`src/rtl/charlieplex_scan.sv`:
```
// Charlieplex scan driver: 7 pins, 7 rows x 6 LEDs, Wishbone frame buffer and brightness.
// Optional per-slot dead time before the duty window is enabled by `define CHARLIEPLEX_BLANK_EN.
module charlieplex_scan #(
  parameter int SLOT_W = 10,
  parameter int BLANK  = 4
) (
  input  logic       clk_i,
  input  logic       rst_ni,
  input  logic       wb_cyc_i,
  input  logic       wb_stb_i,
  input  logic       wb_we_i,
  input  logic [2:0] wb_adr_i,
  input  logic [7:0] wb_dat_i,
  output logic [7:0] wb_dat_o,
  output logic       wb_ack_o,
  output logic [6:0] charlieplex_oe,
  output logic [6:0] charlieplex_o
);

  typedef enum logic [1:0] {
    ST_BLANK = 2'd0,
    ST_ON    = 2'd1,
    ST_OFF   = 2'd2
  } state_e;

  localparam logic [SLOT_W-1:0] BLANK_LAST = SLOT_W'(BLANK - 1);
`ifdef CHARLIEPLEX_BLANK_EN
  localparam state_e RESET_STATE = ST_BLANK;
  localparam bit     BLANK_ON    = (BLANK > 0);
`else
  localparam state_e RESET_STATE = ST_ON;
  localparam bit     BLANK_ON    = 1'b0;
`endif

  logic [SLOT_W-1:0] cnt_q, cnt_d;
  logic [2:0]        row_q, row_d;
  logic [6:0]        mask_q [7];
  logic [6:0]        mask_d [7];
  logic [7:0]        bright_q, bright_d;
  logic [6:0]        sh_mask_q, sh_mask_d;
  logic [7:0]        sh_bright_q, sh_bright_d;
  state_e            state_q, state_d;
  logic [6:0]        oe_q, oe_d;
  logic [6:0]        o_q, o_d;
  logic              ack_q, ack_d;
  logic [7:0]        dat_q, dat_d;

  logic       wb_req;
  logic       wb_wr;
  logic [7:0] rd_val;
  logic       wrap;
  logic       duty_next;
  logic [2:0] row_nxt;
  logic [6:0] row_bit;

  // Wishbone: a request is sampled only while no ack is outstanding, so a held
  // strobe acks every other cycle.
  always_comb begin
    wb_req = wb_cyc_i & wb_stb_i & ~ack_q;
    wb_wr  = wb_req & wb_we_i;
    rd_val = 8'h00;
    for (int i = 0; i < 7; i++) begin
      if (wb_adr_i == 3'(i)) rd_val = {1'b0, mask_q[i]};
    end
    if (wb_adr_i == 3'd7) rd_val = bright_q;
    ack_d    = wb_req;
    dat_d    = (wb_req & ~wb_we_i) ? rd_val : 8'h00;
    bright_d = bright_q;
    if (wb_wr && wb_adr_i == 3'd7) bright_d = wb_dat_i;
    for (int i = 0; i < 7; i++) begin
      mask_d[i] = mask_q[i];
      // A row never drives its own pin low, so its own column bit is dropped.
      if (wb_wr && wb_adr_i == 3'(i)) mask_d[i] = wb_dat_i[6:0] & ~(7'd1 << i);
    end
  end

  // Slot counter, row advance and shadow capture at the slot boundary.
  always_comb begin
    wrap        = &cnt_q;
    cnt_d       = cnt_q + SLOT_W'(1);
    row_nxt     = (row_q == 3'd6) ? 3'd0 : row_q + 3'd1;
    row_d       = row_q;
    sh_mask_d   = sh_mask_q;
    sh_bright_d = sh_bright_q;
    if (wrap) begin
      row_d       = row_nxt;
      sh_bright_d = bright_q;
      for (int i = 0; i < 7; i++) begin
        if (row_nxt == 3'(i)) sh_mask_d = mask_q[i];
      end
    end
    duty_next = (cnt_d[SLOT_W-1 -: 8] < sh_bright_d);
  end

  // state_q always describes the slot position held in cnt_q.
  always_comb begin
    state_d = state_q;
    unique case (state_q)
      ST_BLANK: if (cnt_q == BLANK_LAST) state_d = duty_next ? ST_ON : ST_OFF;
      ST_ON:    if (!duty_next) state_d = ST_OFF;
      ST_OFF:   state_d = ST_OFF;
      default:  state_d = ST_OFF;
    endcase
    if (wrap) begin
      if (BLANK_ON) state_d = ST_BLANK;
      else          state_d = duty_next ? ST_ON : ST_OFF;
    end
  end

  always_comb begin
    row_bit = 7'd1 << row_q;
    oe_d    = 7'h00;
    o_d     = 7'h00;
    if (state_q == ST_ON) begin
      oe_d = row_bit | sh_mask_q;
      o_d  = row_bit;
    end
  end

  always_ff @(posedge clk_i or negedge rst_ni) begin
    if (!rst_ni) begin
      cnt_q       <= '0;
      row_q       <= 3'd0;
      for (int i = 0; i < 7; i++) mask_q[i] <= 7'h00;
      bright_q    <= 8'h80;
      sh_mask_q   <= 7'h00;
      sh_bright_q <= 8'h80;
      state_q     <= RESET_STATE;
      oe_q        <= 7'h00;
      o_q         <= 7'h00;
      ack_q       <= 1'b0;
      dat_q       <= 8'h00;
    end else begin
      cnt_q       <= cnt_d;
      row_q       <= row_d;
      for (int i = 0; i < 7; i++) mask_q[i] <= mask_d[i];
      bright_q    <= bright_d;
      sh_mask_q   <= sh_mask_d;
      sh_bright_q <= sh_bright_d;
      state_q     <= state_d;
      oe_q        <= oe_d;
      o_q         <= o_d;
      ack_q       <= ack_d;
      dat_q       <= dat_d;
    end
  end

  assign wb_ack_o       = ack_q;
  assign wb_dat_o       = dat_q;
  assign charlieplex_oe = oe_q;
  assign charlieplex_o  = o_q;

endmodule

```
`config.mk`:
```
export PLATFORM = sky130hd
export DESIGN_NAME = charlieplex_scan
export DESIGN_NICKNAME = d
export VERILOG_FILES = /design/src/rtl/charlieplex_scan.sv
export SDC_FILE = /design/constraint.sdc
export NUM_CORES = 1
export LEC_CHECK = 0
export ABC_AREA = 0
export CORE_ASPECT_RATIO = 0.75
export CORE_MARGIN = 2
export CORE_UTILIZATION = 39
export CTS_CLUSTER_DIAMETER = 40
export DETAILED_ROUTE_END_ITERATION = 8
export PLACE_DENSITY = 0.56
export SYNTH_ARGS = -nofsm -noshare
export SYNTH_HDL_FRONTEND = slang
export SYNTH_SLANG_ARGS = --single-unit
```
`constraint.sdc`:
```
create_clock -name clk_i -period 3.7 [get_ports clk_i]
set_clock_uncertainty 0.05 [all_clocks]
set_input_delay 0.74 -clock clk_i [delete_from_list [all_inputs] [get_ports clk_i]]
set_output_delay 0.74 -clock clk_i [all_outputs]
set_load 0.01 [all_outputs]
```
-- Word level (Yosys, flattened, before mapping)
Index checks and enable logic that the tools add are counted.
Widths: inputs -> output; s select.
- flip-flop bits (word level): 103
- bits of input ports: 16
- output and inout port bits: 23
- logic and storage cells: 86
- $add $sub $neg: 2
- magnitude comparators: 1
- equality and inequality tests: 18
- shift-type cells: 1
- multiplexer cells: 25
- bitwise logic cells: 7
- reduce and logical (&&, ||, !) cells: 15
- operators by type and width (kind ; number):
    $mux 7 ; 16
    $eq 3x3->1 const B ; 8
    $mux 8 ; 3
    $eq 3x2->1 const B ; 4
    $reduce_and 11->1 ; 1
    $add 10x1->10 const B ; 1
    $eq 10x2->1 const B ; 1
    $reduce_and 10->1 ; 1
    $logic_and 1x1->1 ; 8
    $lt 8x8->1 ; 1
    $mux 2 ; 4
    $or 7x7->7 ; 1
    $reduce_bool 7->1 ; 1
    $shl 1x3->7 const A ; 1
    $eq 3x1->1 const B ; 2
    $logic_not 3->1 ; 2
    $ne 3x3->1 const B ; 2
    $and 1x1->1 ; 4
    $pmux 2 s2 ; 1
    $add 3x1->3 const B ; 1
    $mux 3 ; 1
    $eq 2x1->1 const B ; 1
    $logic_not 2->1 ; 1
    $not 1->1 ; 2
    $reduce_and 2->1 ; 1

-- Logic depth before layout (Yosys ltp)
- depth after elaboration: 10
- depth in mapped cells: 12
- mapped depth without buffers: 11

-- Least setup slack after synthesis
OpenSTA, ideal clock, no wires.
- path kind: register to register
- from: reg cnt_q[0]
- to: reg state_q[0]
- setup time: 62 ps
- data arrival time: 2348 ps
- required time: 3588 ps
- slack: 1240 ps
- stages on the path, launching flop included: 13
- path buffers: 1
- clock period less this slack: 2460 ps
- cells stage by stage: dfrtp_1 -> ha_1 -> nand3_1 -> or3_1 -> buf_2 -> mux2_1 -> inv_1 -> ha_1 -> nand4_1 -> nor2_1 -> o221a_1 -> nor2_1 -> and3b_1
- longest elaborated chain between the ends: 7
- elaborated cells on any way between the ends: 12
- classes of those cells: 1 x add/sub; 1 x order compare; 3 x eq/ne; 5 x mux; 2 x reduce/logical
- RTL lines (item ; RTL line ; RTL):
    start: declaration ; 35 ; logic [SLOT_W-1:0] cnt_q, cnt_d;
    start signal: assignment ; 134 ; cnt_q <= cnt_d;
    $reduce_and 10->1 (*) ; 79 ; wrap = &cnt_q;
    $mux 8 (*) ; 85 ; if (wrap) begin
    named net sh_bright_d[5] ; 41 ; logic [7:0] sh_bright_q, sh_bright_d;
    $lt 8x8->1 (*) ; 92 ; duty_next = (cnt_d[SLOT_W-1 -: 8] < sh_bright_d);
    $mux 2 ; 99, 106 ;
    $mux 2 ; 99 ; ST_BLANK: if (cnt_q == BLANK_LAST) state_d = duty_next ? ST_ON : ST_OFF;
    $pmux 2 s2 ; 98 ; unique case (state_q)
    $mux 2 ; 104 ; if (wrap) begin
    end signal: assignment ; 140 ; state_q <= state_d;
    end: declaration ; 42 ; state_e state_q, state_d;
Mark *: on every way through the listed nets, which the timed path passes. The rest lies on a longest branch. The select of a mux whose other input is x is not followed.
A chain may end at the register's enable or synchronous reset.

-- Worst setup path after layout
- from: reg row_q[1]
- to: reg sh_mask_q[6]
- longest elaborated chain between the ends: 9
- elaborated cells on any way between the ends: 18
- classes of those cells: 1 x add/sub; 7 x eq/ne; 7 x mux; 3 x reduce/logical
- RTL lines (item ; RTL line ; RTL):
    start: declaration ; 36 ; logic [2:0] row_q, row_d;
    start signal: assignment ; 135 ; row_q <= row_d;
    $add 3x1->3 / $eq 3x3->1 (equally long branches) ; 81 ; row_nxt = (row_q == 3'd6) ? 3'd0 : row_q + 3'd1;
    $mux 3 (*) ; 81 ;
    $eq 3x1->1 ; 89 ; if (row_nxt == 3'(i)) sh_mask_d = mask_q[i];
    $mux 7 (6 in a row) ; 89 ;
    end signal: assignment ; 138 ; sh_mask_q <= sh_mask_d;
    end: declaration ; 40 ; logic [6:0] sh_mask_q, sh_mask_d;
Every way passes the cells marked *; elsewhere a longest branch is shown, timed or not.

==> flow_summary_export.csv <==
group,metric,value,unit
critical_path,timing.critical_path.slowest_cell_delay,0.94,ns
critical_path,critical-path-slowest-cell,"sky130_fd_sc_hd__o2111ai_1",
pwr,pwr-share-comb,11.7,%
critical_path,cp_max_fo,23,
die,ios,39,
finish,fillCellCount,1118,
placement,dp.final_hpwl,8.84,mm
synthesis,netlist_area,4940,um^2
outcome,run_status,"completed",
finish,final_common_cell,"sky130_fd_sc_hd__dfrtp_1",
sta,setup_violations,0,
clocking,cts_tree,"built",
finish,layout.cells.most_common_list,"sky130_fd_sc_hd__dfrtp_1 (100), sky130_fd_sc_hd__mux2_2 (58), sky130_fd_sc_hd__nand2_1 (44), sky130_fd_sc_hd__clkdlybuf4s50_1 (37), sky130_fd_sc_hd__nor2_1 (30)",
critical_path,critPathLaunchType,"flip-flop",
synthesis,synth_fp_nets,463,
clocking,cts-buffers-inserted,9,
sta,tightestPinTransition,1.01,ns
detailed_routing,detail_route.wl_per_cell,19.1,um
die,floorplan.initialDensity,40.2,%
synthesis,synth_sequential_area_ratio,52.2,%
clocking,cts_resized,0,
global_routing,initial_antenna_violation_count,0,
synthesis,synth_cell_type_count,56,
sta,finalCriticalPeriod,2.84,ns
pwr,powerDensity,448,nW/um^2
finish,layout.area.seq,2580,um^2
die,design.core.area,12300,um^2
placement,final_gp_congestion,0.859,
critical_path,worst_path_cell_trace,"and2_1, ha_1, o2111ai_1, o31ai_1",
synthesis,yosys-top-cells-area,"sky130_fd_sc_hd__dfrtp_1 (51%), sky130_fd_sc_hd__mux2_2 (13%), sky130_fd_sc_hd__mux2i_1 (3.4%)",
clocking,path_clk_slew,0.06,ns
critical_path,critical_path_required,3.83,ns
pwr,power.share.switching,25.1,%
sta,grt_setup_unrepaired,"no",
sta,hold_slack,0.362,ns
global_routing,grt_use_met3,5.56,%
sta,hold_violations,0,
pwr,seq_power_share,51.6,%
global_routing,top_usage_layer,"met1",
global_routing,grtUsageMet2,26.0,%
detailed_routing,vias,3495,
detailed_routing,detailedRoute.firstPassIterationCount,4,
synthesis,postSynthRegisterBits,103,
sta,slew_headroom,32.8,%
worst_hold_path,hp-class,"in2async",
sta,period_share,76.7,%
synthesis,synthDominantAreaCellType,"sky130_fd_sc_hd__dfrtp_1",
critical_path,worstSetupPathType,"reg2reg",
global_routing,grt_pass1_wl,20.2,mm
sta,maxSlewViolCount,0,
pwr,p_clk_share,36.7,%
die,die_area,13600,um^2
clocking,post_cts_hold_buffer_count,0,
pwr,ir_drop,0.248,mV
finish,antenna-diode-count,0,
critical_path,worst-endpoint-arrival,2.97,ns
clocking,clock_sinks,103,
clocking,clock_tree.root_cell,"sky130_fd_sc_hd__clkbuf_16",
clocking,cts_buffer_depth,2,
finish,footprint_of_the_multi_input_gates,2200,um^2
global_routing,first_global_vias,3483,
job,drv.max_cap_violation_count,0,
global_routing,grt_util_all_layers,19.7,%
critical_path,timing.critical_path.to_type,"flip-flop",
die,std_cell_rows,35,
finish,final_layout_size_suffix_gt1_share,18.7,%
pwr,switchingPower,0.651,mW
synthesis,number_of_enable_type_register_cells_in_the_synthesized_netlist,0,
detailed_routing,vias_per_cell,5.44,
die,die_h,101,um
clocking,ctsHtreeMaxLevel,3,
pwr,total_power,2.59,mW
sta,tns,0,ns
global_routing,total_congestion_overflow_after_global_routing,0,
sta,max_freq,352,MHz
synthesis,synth_ff_type,"sky130_fd_sc_hd__dfrtp_1",
detailed_routing,detail_route.iter0.violations,283,
die,die-width,134,um
global_routing,grt_max_degree,57,
synthesis,post_synth_inst_count,438,
detailed_routing,final_antenna_net_count,0,
synthesis,synthArstFlopShare,100,%
placement,portBuffers,38,
clocking,cts_post_setup_buffers_inserted,0,
detailed_routing,routed_wl,12.3,mm
synthesis,synth.top_cell.area_share,50.6,%
detailed_routing,drc,0,
global_routing,grtUsageMet1,31.9,%
pwr,power_leakage,2.61,nW
synthesis,synth.yosys.warnings,0,
pwr,p_int,1.94,mW
clocking,insertion_delay,0.35,ns
finish,syn_to_final_growth,17.1,%
synthesis,synth.avg_cell_area,11.3,um^2
finish,nNetsFinal,497,
==> synth_stat cells (3+ instances only) <==
cell / number
sky130_fd_sc_hd__xnor2_1: 6
sky130_fd_sc_hd__clkbuf_1: 9
sky130_fd_sc_hd__mux4_2: 3
sky130_fd_sc_hd__mux2i_1: 17
sky130_fd_sc_hd__nor4_1: 4
sky130_fd_sc_hd__mux2_2: 58
sky130_fd_sc_hd__dfrtp_1: 100
sky130_fd_sc_hd__buf_1: 3
sky130_fd_sc_hd__o22ai_1: 3
sky130_fd_sc_hd__nand2b_1: 8
sky130_fd_sc_hd__nor3_1: 3
sky130_fd_sc_hd__a21o_1: 5
sky130_fd_sc_hd__dfstp_2: 3
sky130_fd_sc_hd__o21ai_0: 21
sky130_fd_sc_hd__and2_1: 3
sky130_fd_sc_hd__nand2_1: 44
sky130_fd_sc_hd__a22oi_1: 4
sky130_fd_sc_hd__buf_2: 9
sky130_fd_sc_hd__nor2b_1: 8
sky130_fd_sc_hd__inv_1: 16
sky130_fd_sc_hd__ha_1: 9
sky130_fd_sc_hd__a211oi_1: 3
sky130_fd_sc_hd__nor2_1: 30
sky130_fd_sc_hd__nand3_1: 5
sky130_fd_sc_hd__a21oi_1: 17
sky130_fd_sc_hd__a221oi_1: 5
sky130_fd_sc_hd__and3_1: 3
sky130_fd_sc_hd__o31ai_1: 5
==> worst paths after layout <==
kind | startpoint | to | slack, ns | depth (start not counted)
setup / recovery | row_q[1] | sh_mask_q[6] | 0.86 | 4
hold / removal | rst_ni | sh_mask_q[0] | 0.36 | 1
setup reg to reg | row_q[1] | sh_mask_q[6] | 0.86 | 4
hold reg to reg | cnt_q[0] | cnt_q[0] | 0.40 | 1
max in group asynchronous | rst_ni | bright_q[7] | 2.48 | 2
min in group clk_i | cnt_q[0] | cnt_q[0] | 0.40 | 1
==> critical path: cells and delay by family, from the launching register on <==
family / cells / cell delay [ns]
AO/OA/AOI/OAI: 2 / 1.14
flip-flops: 1 / 0.65
adder cells (fa/ha/maj): 1 / 0.53
AND/OR/NAND/NOR: 1 / 0.30
==> per-layer routing <==
metal	wire length (um)	part of all wire, %	vias up
li1	-	-	1635
met1	6390	52	1741
met2	4940	40	112
met3	893	7.3	7
met4	70	0.57	0
met5	0	0	-
==> stage by stage <==
stage | area, um^2 | util, % | setup WS (ns) | instances
finish | 5790 | 47.0 | 0.860 | 643
global route | 5790 | 47.0 | 0.507 | 643
CTS | 5790 | 47.0 | 0.895 | 643
detailed placement | 5490 | 44.6 | 0.723 | 627
global placement | 5490 | 44.6 | 0.778 | 627
floorplan | 4940 | - | 1.24 | 438
==> power groups by stage <==
stage | combinational, mW | sequential (mW) | clock (mW)
after CTS | 0.306 | 1.33 | 0.965
final | 0.304 | 1.34 | 0.951
after global routing | 0.337 | 1.35 | 1.02
after floorplan | 0.202 | 1.31 | 0
after global placement | 0.299 | 1.35 | 0
after detailed placement | 0.304 | 1.35 | 0
==> registers in the layout, indices dropped and copies added, names as in the netlist <==
| name | flops |
|---|---|
| sh_mask_q | 7 |
| charlieplex_oe | 7 |
| state_q | 2 |
| bright_q | 8 |
| mask_q | 42 |
| sh_bright_q | 8 |
| row_q | 3 |
| wb_dat_o | 8 |
| wb_ack_o | 1 |
| charlieplex_o | 7 |
| cnt_q | 10 |
==> area by class of cell <==
cell class	instances	area share [%]
inverter	16	1.04
clock inverter	3	0.735
tap	166	3.59
clock buffer	13	4.32
timing repair buffer	45	7.65
multi-input combinational	297	38.1
sequential	103	44.6
==> cell families after synthesis <==
| group | after synthesis | synth area share (%) |
|---|---|---|
| adders and majority gates | 9 | 2.28 |
| DFF | 103 | 52.2 |
| muxes | 79 | 18.3 |
| AOI/OAI and AO/OA | 79 | 10.3 |
| xor gates and xnor gates | 8 | 1.42 |
| buffers and inverters | 38 | 3.19 |
| and+or+nand+nor | 122 | 12.3 |
Note: power is estimated with default switching activity, not from simulation.
